## config.mk

```make
export PLATFORM = sky130hd
export DESIGN_NAME = settle_timer
export DESIGN_NICKNAME = d
export VERILOG_FILES = /design/src/rtl/exhaustive_func_checker_settle_timer.sv
export SDC_FILE = /design/constraint.sdc
export NUM_CORES = 1
export LEC_CHECK = 0
export CORE_AREA = 2 2 39 41
export CTS_CLUSTER_DIAMETER = 40
export CTS_CLUSTER_SIZE = 40
export DETAILED_ROUTE_END_ITERATION = 10
export DIE_AREA = 0 0 41 43
export DONT_BUFFER_PORTS = 1
export SLEW_MARGIN = 20
export SYNTH_ARGS = -nofsm -noshare
export SYNTH_HDL_FRONTEND = slang
export SYNTH_SLANG_ARGS = --single-unit
export TNS_END_PERCENT = 20
```

## constraint.sdc

```tcl
create_clock -name clk -period 4.6 [get_ports clk]
set_input_delay 1.38 -clock clk [delete_from_list [all_inputs] [get_ports clk]]
set_output_delay 1.38 -clock clk [all_outputs]
set_load 0.005 [all_outputs]
```

## src/rtl/exhaustive_func_checker_settle_timer.sv

```systemverilog
// Loadable 8-bit down-counter timing the settle window after each vector.
module settle_timer (
    input  logic       clk,
    input  logic       rst,
    input  logic       load,
    input  logic [7:0] load_value,
    input  logic       enable,
    output logic       expired
);
    logic [7:0] count;

    // NOTE: sequential state uses non-blocking assignments so every flop sees pre-edge values.
    always_ff @(posedge clk or posedge rst) begin
        if (rst) begin
            count <= 8'd0;
        end else if (load) begin
            count <= load_value;
        end else if (enable && count != 8'd0) begin
            count <= count - 8'd1;
        end
    end

    assign expired = (count == 8'd0);
endmodule

```

After elaboration in Yosys (flattened, before gate mapping)
Cells that the tools add are included.

$add $sub $neg: 1. Mux-type cells: 2. Reduce and logical (&&, ||, !) cells: 4.

Operator list (count): $mux 8 (2); $logic_not 8->1 (1); $reduce_bool 8->1 (1); $sub 8x1->8 const B (1); $reduce_bool 2->1 (1); $logic_and 1x1->1 (1).

Register bits after elaboration: 8. Input port bits: 12. Output and inout port bits: 1.

Logic depth before layout (Yosys ltp)
Gate-level depths: netlist (run 1).

Depth in word-level cells: 4. Mapped depth: 6.

Least setup slack after synthesis (run 1)
Ideal clock, no wire load.

Kind: register -> output. Start: reg count[0]. End: out expired. Arrival: 1.247 ns. Data required time: 3.220 ns. Path slack: 1.973 ns. Stages on the path, launching flop included: 5. Path through: dfrtp_1 inv_1 ha_1 or4b_4 nor2_1.

Cells in the longest elaborated chain, start to end: 1.

Ends and longest elaborated chain: start: declaration (RTL line 10) `logic [7:0] count;`; start signal: assignment (RTL line 17) `count <= load_value;`; start signal: assignment (RTL line 19) `count <= count - 8'd1;`; $logic_not 8->1 (RTL line 23) `assign expired = (count == 8'd0);`; end: declaration (RTL line 8) `output logic expired`.

Every way passes these cells.

Worst setup path after layout (run 1)
Ends and elaborated chain as after synthesis.

==> key figures, run 1 <==
Run status
  • Status: complete, no violations

CTS
  • Root Buffer: clkbuf_4
  • Clock sink count: 8
  • Post-cts sizing count: 0
  • Post-cts hold buffer count: 0
  • Post-CTS setup buffer count: 0
  • Num CTS Buffers: 3
  • H-tree lvl count: 1
  • CTS tree: yes
  • CTS clk-pin slew, worst paths: 0.05 ns
  • Clock buffer depth: 2
  • Clk Latency, worst-skew pair: 0.24 ns

Worst setup path
  • Critical Path Max Stage Delay: 0.49 ns
  • CP max stage cell: or4b_4
  • Cell Chain, Critical Path: inv_1, ha_1, or4b_4, nor2_1
  • Critical path capture point type: primary output
  • RR Startpoint: count[0]
  • Worst-path maximum fanout: 4
  • Crit path arrival time: 1.58 ns
  • Terminus of the critical flop-to-flop path: count[1]
  • Worst reg2reg path depth: 6
  • Slack of the worst reg-to-reg path: 2.73 ns
  • Startpoint type of the worst setup path: register
  • WS Path Type: register to primary output
  • WP data required: 3.22 ns

Final layout
  • Final instance area: 534 um2
  • # diodes: 0
  • Layout cells sized above 1: 0.127
  • Biggest regs: count x8
  • Nets@finish: 71
  • Layout area overhead: 7.83%
  • Final Util: 0.386
  • Largest register FFs: 8
  • Largest Register: count

Synth
  • Post-synthesis sequential area ratio: 0.404
  • Mapped Avg Cell Area: 9.35 um2
  • Post-Syn Nets: 67
  • Most instantiated cells after synthesis: dfrtp_1 (8), nand2_1 (8), o21ai_0 (4)
  • Synth top area share: 0.404
  • Predominant post-synthesis flop cell: dfrtp_1
  • Yosys top cell by area: dfrtp_1
  • Seq cells post-synth: 8
  • Cell count after synthesis: 53
  • Mapped Area: 495 um2
  • Synth unique cells: 28
  • Synth area leaders: dfrtp_1 (40%), nand2_1 (6.1%), ha_1 (5.1%), o21ai_0 (4.0%), xnor2_1 (3.5%)
  • Async set-reset flop share out of synthesis: 1.00
  • Synth warn: 0
  • EDFF count, synth: 0

GRT
  • Antenna violations before repair: 0
  • First-pass GRT wire length: 1540 um
  • GRT Util Overall: 0.130
  • Gr ovfl total: 0
  • Largest net degree at the start of global routing: 18
  • Vias in the first global route: 373

STA
  • Final setup fails: 0
  • Final Hold Fails: 0
  • Tmin final: 2.96 ns
  • Post-route clock period utilization: 0.644
  • TNS Setup: 0 ns
  • Clock skew: 0.000209 ns
  • Pins Over Slew Limit: 0
  • Slew @ Worst Pin: 0.595 ns
  • RSZ-0062 raised after global routing: false
  • Worst slew margin: 0.598
  • Fmax achieved: 338 MHz

Worst hold path
  • Hold path cells: 1
  • Hold Path Origin: count[3]
  • Hold endpoint: count[3]
  • HP Class: register to register

Floorplan
  • Die height: 43 um
  • Core area: 0.00138 mm2
  • Starting Density: 0.358
  • Num rows: 14
  • DIE AREA: 0.00176 mm2
  • Total I/O pin count: 13
  • Die W: 41 um

Placement
  • Post-DP HPWL: 702 um
  • Placed Area: 512 um2
  • Port bufs: 0
  • GP Congestion: 0.667

Routing
  • Via count: 371
  • Routed vias/inst: 5.23
  • DRC viols: 0
  • Drt initial violations: 6
  • DR pass1 iterations: 3
  • Routed WL per cell: 12.3 um
  • Routed Antenna Nets: 0
  • Post-Route WL: 874 um

Pwr
  • Leak: 0.210 nW
  • Pwr/cell area: 324 mW/mm2
  • Worst IR Drop VDD: 0.102 mV

Flow run
  • MaxCap Viol Count: 0
[layout by cell type (no fill, tap or decap), types with 2 or more instances in the layout]
| cell | n |
|---|---|
| clkbuf_4 | 3 |
| dfrtp_1 | 8 |
| ha_1 | 2 |
| inv_1 | 3 |
| nand2_1 | 8 |
| nor2_1 | 2 |
| o21ai_0 | 4 |
| o21ai_1 | 3 |
| xnor2_1 | 2 |
| xor2_1 | 2 |
[where the power goes]
part	internal [mW]	total, mW	switching [mW]
combinational	0.0170	0.0351	0.0181
clock	0.0297	0.0506	0.0210
sequential	0.0789	0.0873	0.00840
total	0.126	0.173	0.0475
[critical path, delay by kind of cell, from the launching register on]
kind / cells / cell delay (ns)
fa+ha+maj: 1 / 0.17
buf+inv: 1 / 0.11
flops: 1 / 0.37
simple gates: 2 / 0.68
[through the flow]
stage	power, mW	hold slack [ns]	worst slack (ns)	std cells
detailed placement	0.124	0.544	1.89	68
global placement	0.124	0.550	1.93	68
global route	0.187	0.570	1.54	71
finish	0.173	0.550	1.64	71
CTS	0.176	0.554	1.62	71
floorplan	0.118	0.492	1.97	53
[routing by layer]
metal	vias to the layer above	GRT usage	wire, um
met5	-	0	0
met3	2	0.0314	27
met1	164	0.174	397
met2	6	0.181	438
met4	0	0.0800	10
li1	199	-	-
[worst max path at each step]
stage | startpoint | endpoint | cells after the start
CTS | count[0] | expired | 4
floorplan | count[0] | expired | 4
detailed placement | count[0] | expired | 4
finish | count[0] | expired | 4
global route | count[0] | expired | 4
global placement | count[0] | expired | 4
[kinds of logic after synthesis]
logic type / count (synthesis) / share of synthesized area
AND/OR/NAND/NOR: 20 / 0.242
AO/OA/AOI/OAI: 14 / 0.179
multiplexers: 1 / 0.0227
adder cells (fa/ha/maj): 2 / 0.0505
XOR/XNOR: 4 / 0.0707
flip-flops: 8 / 0.404
buffers and inverters: 4 / 0.0303
[area by class of cell]
class / instances / area, um2
fill: 151 / 850
multi-input combinational: 41 / 280
sequential: 8 / 200
clock buffer: 3 / 22.5
tap: 16 / 20.0
inverter: 3 / 11.3
(Power assumes the default switching activity.)
==> inputs of run 2 (changes only) <==
Clock period 4.6 ns to 2.7 ns, I/O delays scaled along.
==> key figures, run 2 (same netlist as run 1, synthesis figures left out) <==
CTS
  • Post-cts sizing count: 0 (unchanged)
  • Clock sink count: 8 (unchanged)
  • Post-cts hold buffer count: 0 (unchanged)
  • Num CTS Buffers: 3 (unchanged)
  • Post-CTS setup buffer count: 0 (unchanged)
  • Clk Latency, worst-skew pair: 0.25 ns (about the same)
  • Clock buffer depth: 2 (unchanged)
  • CTS tree: yes
  • Root Buffer: clkbuf_4
  • CTS clk-pin slew, worst paths: 0.05 ns (about the same)
  • H-tree lvl count: 1 (unchanged)

Worst setup path
  • Worst-path maximum fanout: 4 (unchanged)
  • Critical path capture point type: primary output
  • WS Path Type: register to primary output
  • Cell Chain, Critical Path: inv_1, ha_1, or4b_4, nor2_1
  • CP max stage cell: or4b_4
  • Critical Path Max Stage Delay: 0.49 ns (about the same)
  • RR Startpoint: count[0]
  • WP data required: 1.89 ns (-1.33 ns)
  • Crit path arrival time: 1.59 ns (about the same)
  • CP Launch Point: count[0]
  • Startpoint type of the worst setup path: register

Floorplan
  • Total I/O pin count: 13 (unchanged)
  • Die height: 43 um (unchanged)
  • Num rows: 14 (unchanged)
  • Core area: 0.00138 mm2 (unchanged)
  • Die W: 41 um (unchanged)
  • DIE AREA: 0.00176 mm2 (unchanged)
  • Starting Density: 0.358 (unchanged)

STA
  • Tmin final: 2.40 ns
  • Slew @ Worst Pin: 0.589 ns (-0.00589 ns)
  • Fmax achieved: 416 MHz
  • Final setup fails: 0 (unchanged)
  • RSZ-0062 raised after global routing: false
  • Final Hold Fails: 0 (unchanged)
  • Post-route clock period utilization: 0.889
  • Worst slew margin: 0.602 (+0.00398)
  • TNS Setup: 0 ns (unchanged)
  • Clock skew: 0.00142 ns (+0.00121 ns)
  • Pins Over Slew Limit: 0 (unchanged)

Placement
  • Placed Area: 512 um2 (unchanged)
  • Post-DP HPWL: 703 um (about the same)
  • GP Congestion: 0.667 (about the same)
  • Placed cell count: 68 (unchanged)
  • Port bufs: 0 (unchanged)

GRT
  • GRT Util Overall: 0.136 (+0.00597)
  • Largest net degree at the start of global routing: 18 (unchanged)
  • Vias in the first global route: 381 (+2.1%)
  • Antenna violations before repair: 0 (unchanged)
  • Gr ovfl total: 0 (unchanged)
  • First-pass GRT wire length: 1530 um (-0.46%)

Routing
  • Routed WL per cell: 12.8 um (+4.2%)
  • Post-Route WL: 911 um (+4.2%)
  • DRC viols: 0 (unchanged)
  • Routed Antenna Nets: 0 (unchanged)
  • DR pass1 iterations: 4 (+1)
  • Drt initial violations: 11 (+5)
  • Routed vias/inst: 5.59 (+7.0%)
  • Via count: 397 (+7.0%)

Final layout
  • # fillers: 149 (-1.3%)
  • # diodes: 0 (unchanged)
  • Sequential cell area: 200 um2 (unchanged)
  • Final instance area: 534 um2 (unchanged)
  • Finished Layout Cells: 71 (unchanged)
  • Multi-input logic area: 280 um2 (unchanged)
  • Nets@finish: 71 (unchanged)
  • Layout cells sized above 1: 0.127 (unchanged)
  • Most frequent cells in the layout: nand2_1 (8), dfrtp_1 (8), o21ai_0 (4)
  • Layout area overhead: 7.83% (unchanged)
  • Biggest regs: count x8
  • Largest Register: count
  • Largest register FFs: 8 (unchanged)

Worst hold path
  • HP Class: input pin to asynchronous set/reset pin

Pwr
  • Worst IR Drop VDD: 0.223 mV (+120%)
  • Total power: 297 uW (+71%)
  • Leak: 0.210 nW (unchanged)
  • Pwr/cell area: 555 mW/mm2 (+71%)

Flow run
  • MaxCap Viol Count: 0 (unchanged)

Run status
  • Status: complete, no violations
## run 2: cell counts in the layout (fill, tap and decap cells not counted)
Identical to the previous run, type by type.
## run 2: report_power, final
part	total, mW	switching, mW	internal, mW
Clock	0.0873	0.0367	0.0506
Combinational	0.0603	0.0313	0.0290
Sequential	0.149	0.0145	0.134
## run 2: layout make-up
class	count	share of cell area
clock buffer	3	0.0422
inverter	3	0.0211
multi-input combinational	41	0.525
sequential	8	0.375
tap	16	0.0375
## run 2: per-stage QoR
step                utilization  setup WS (ns)  hold slack, ns
floorplan                     -          0.643           0.492
global placement          0.370          0.601           0.550
detailed placement        0.370          0.568           0.536
CTS                       0.386          0.293           0.393
global route              0.386          0.214           0.400
finish                    0.386          0.298           0.391
## run 2: metal layers
metal	share of wire	global-route usage	up-vias
met1	0.47	0.177	185
li1	-	-	198
met4	0.025	0.120	0
met2	0.47	0.178	10
met3	0.037	0.0314	4
met5	0	0	-
## run 2: final timing paths
check	endpoint	slack, ns	depth (start not counted)
max in group asynchronous	count[6]	2.08	1
hold reg to reg	count[3]	0.55	1
setup reg to reg	count[1]	0.82	6
hold / removal	count[5]	0.39	1
min in group clk	count[3]	0.55	1
setup / recovery	expired	0.30	4
## run 2: worst max-delay path, delay by kind of cell, from the launching register on
| kind | cells | cell delay (ns) |
|---|---|---|
| simple gates | 2 | 0.69 |
| flops | 1 | 0.38 |
| fa+ha+maj | 1 | 0.17 |
| buf+inv | 1 | 0.11 |
==> inputs of run 3 (changes only) <==
Settings changed: GPL_TIMING_DRIVEN set to 0, REMOVE_ABC_BUFFERS set to 1.
==> key figures, run 3 (same netlist as run 1, synthesis figures left out) <==
Pwr
  • Worst IR Drop VDD: 0.298 mV (+34%)
  • Combinational group share of total power: 0.197 (-0.006)
  • Leak: 0.210 nW (unchanged)
  • Pwr/cell area: 568 mW/mm2 (+2.4%)
  • P_sw: 89.4 uW (+8.4%)
  • Sw Share: 0.294 (+0.0163)
  • Internal Pwr Total: 214 uW (about the same)
  • Clk pwr share: 0.314 (+0.020)
  • Power share of the sequential group: 0.489 (-0.013)

Routing
  • Routed Antenna Nets: 0 (unchanged)
  • Metal2 WL: 392 um (-8.2%)
  • DRC viols: 0 (unchanged)
  • Met3 WL: 74 um (+120%)
  • Via count: 390 (-1.8%)
  • DR pass1 iterations: 4 (unchanged)
  • Routed vias/inst: 5.49 (-1.8%)
  • Uppermost layer routed: met4
  • Drt initial violations: 11 (unchanged)
  • Routed WL per cell: 13.0 um (+1.1%)
  • Post-Route WL: 921 um (+1.1%)
  • WL met1: 430 um (+0.94%)

STA
  • Post-route clock period utilization: 0.896 (+0.00627)
  • Worst slew margin: 0.563 (-0.0391)
  • Final setup fails: 0 (unchanged)
  • Fmax achieved: 413 MHz (-0.70%)
  • Final setup margin: 0.281 ns (-0.0169 ns)
  • RSZ-0062 raised after global routing: false
  • Pins Over Slew Limit: 0 (unchanged)
  • Tmin final: 2.42 ns (+0.0169 ns)
  • TNS Setup: 0 ns (unchanged)
  • Clock skew: 0.00246 ns (+0.00103 ns)
  • Final Hold Fails: 0 (unchanged)
  • Slew @ Worst Pin: 0.647 ns (+0.0578 ns)

Worst setup path
  • Critical path capture point type: primary output
  • RR Startpoint: count[0]
  • Worst-path maximum fanout: 4 (unchanged)
  • Crit path arrival time: 1.61 ns (+0.02 ns)
  • Startpoint type of the worst setup path: register
  • WS Path Type: register to primary output
  • CP Launch Point: count[0]
  • WP data required: 1.89 ns (about the same)

CTS
  • CTS clk-pin slew, worst paths: 0.06 ns (about the same)
  • Post-cts sizing count: 0 (unchanged)
  • Clk Latency, worst-skew pair: 0.26 ns (about the same)
  • CTS tree: yes
  • Post-cts hold buffer count: 0 (unchanged)
  • H-tree lvl count: 1 (unchanged)
  • Root Buffer: clkbuf_4
  • Post-CTS setup buffer count: 0 (unchanged)
  • Num CTS Buffers: 3 (unchanged)
  • Clock sink count: 8 (unchanged)
  • Clock buffer depth: 2 (unchanged)

GRT
  • First-pass GRT wire length: 1610 um (+5.4%)
  • Gr ovfl total: 0 (unchanged)
  • Antenna violations before repair: 0 (unchanged)
  • Largest net degree at the start of global routing: 18 (unchanged)
  • GRT Util Overall: 0.142 (+0.00625)
  • Vias in the first global route: 370 (-2.9%)

Floorplan
  • Starting Density: 0.358 (unchanged)
  • Die W: 41 um (unchanged)
  • Total I/O pin count: 13 (unchanged)
  • Core area: 0.00138 mm2 (unchanged)
  • Die height: 43 um (unchanged)
  • DIE AREA: 0.00176 mm2 (unchanged)
  • Num rows: 14 (unchanged)

Final layout
  • Sequential cell area: 200 um2 (unchanged)
  • Final Util: 0.386 (unchanged)
  • Layout cells sized above 1: 0.127 (unchanged)
  • Layout area overhead: 7.83% (unchanged)
  • Finished Layout Cells: 71 (unchanged)
  • Most frequent cells in the layout: nand2_1 (8), dfrtp_1 (8), o21ai_0 (4)
  • Biggest regs: count x8
  • # fillers: 140 (-6.0%)
  • Largest register FFs: 8 (unchanged)
  • Multi-input logic area: 280 um2 (unchanged)
  • Largest Register: count
  • Nets@finish: 71 (unchanged)
  • # diodes: 0 (unchanged)

Flow run
  • MaxCap Viol Count: 0 (unchanged)

Placement
  • Placed cell count: 68 (unchanged)
  • Post-DP HPWL: 663 um (-5.7%)
  • GP Congestion: 0.770 (+15%)
  • DP Worst Slack: 0.546 ns (-0.0215 ns)
  • Port bufs: 0 (unchanged)

Worst hold path
  • HP Class: input pin to asynchronous set/reset pin

Run status
  • Status: complete, no violations
[run 3: cell counts in the layout (fill, tap and decap cells not counted)]
No cell type changed its count.
[run 3: through the flow]
step	hold slack [ns]	area, um2	power, mW
4_1_cts	0.400	534	0.306
6_report	0.389	534	0.304
3_5_place_dp	0.529	512	0.211
3_3_place_gp	0.530	512	0.210
5_1_grt	0.414	534	0.321
2_1_floorplan	0.492	492	0.199
[run 3: per-layer routing]
| layer | track usage | vias to the layer above |
|---|---|---|
| li1 | - | 195 |
| met1 | 0.184 | 177 |
| met2 | 0.178 | 14 |
| met3 | 0.0681 | 4 |
| met4 | 0.100 | 0 |
| met5 | 0 | - |
[run 3: power groups by stage]
stage | Clock (mW) | Sequential, mW | Combinational (mW)
4_1_cts | 0.0969 | 0.149 | 0.0605
3_3_place_gp | 0 | 0.150 | 0.0591
6_report | 0.0954 | 0.149 | 0.0597
3_5_place_dp | 0 | 0.151 | 0.0597
2_1_floorplan | 0 | 0.148 | 0.0514
5_1_grt | 0.100 | 0.151 | 0.0703
[run 3: final cells by class]
type / count / area share
sequential: 8 / 0.375
tap: 16 / 0.0375
clock buffer: 3 / 0.0422
multi-input combinational: 41 / 0.525
inverter: 3 / 0.0211
[run 3: path summary, 6_finish.rpt]
kind                            slack [ns]       end  cells after the start
worst max-delay path                  0.28   expired                      4
worst min-delay path                  0.39  count[6]                      1
worst max register to register        0.85  count[1]                      6
worst min register to register        0.53  count[3]                      1
max in group asynchronous             2.07  count[0]                      1
min in group clk                      0.53  count[3]                      1
[run 3: critical path, stage by stage (launching register included)]
cell and delay (ns):
dfrtp_1 0.37, inv_1 0.11, ha_1 0.17, or4b_4 0.50
nor2_1 0.20
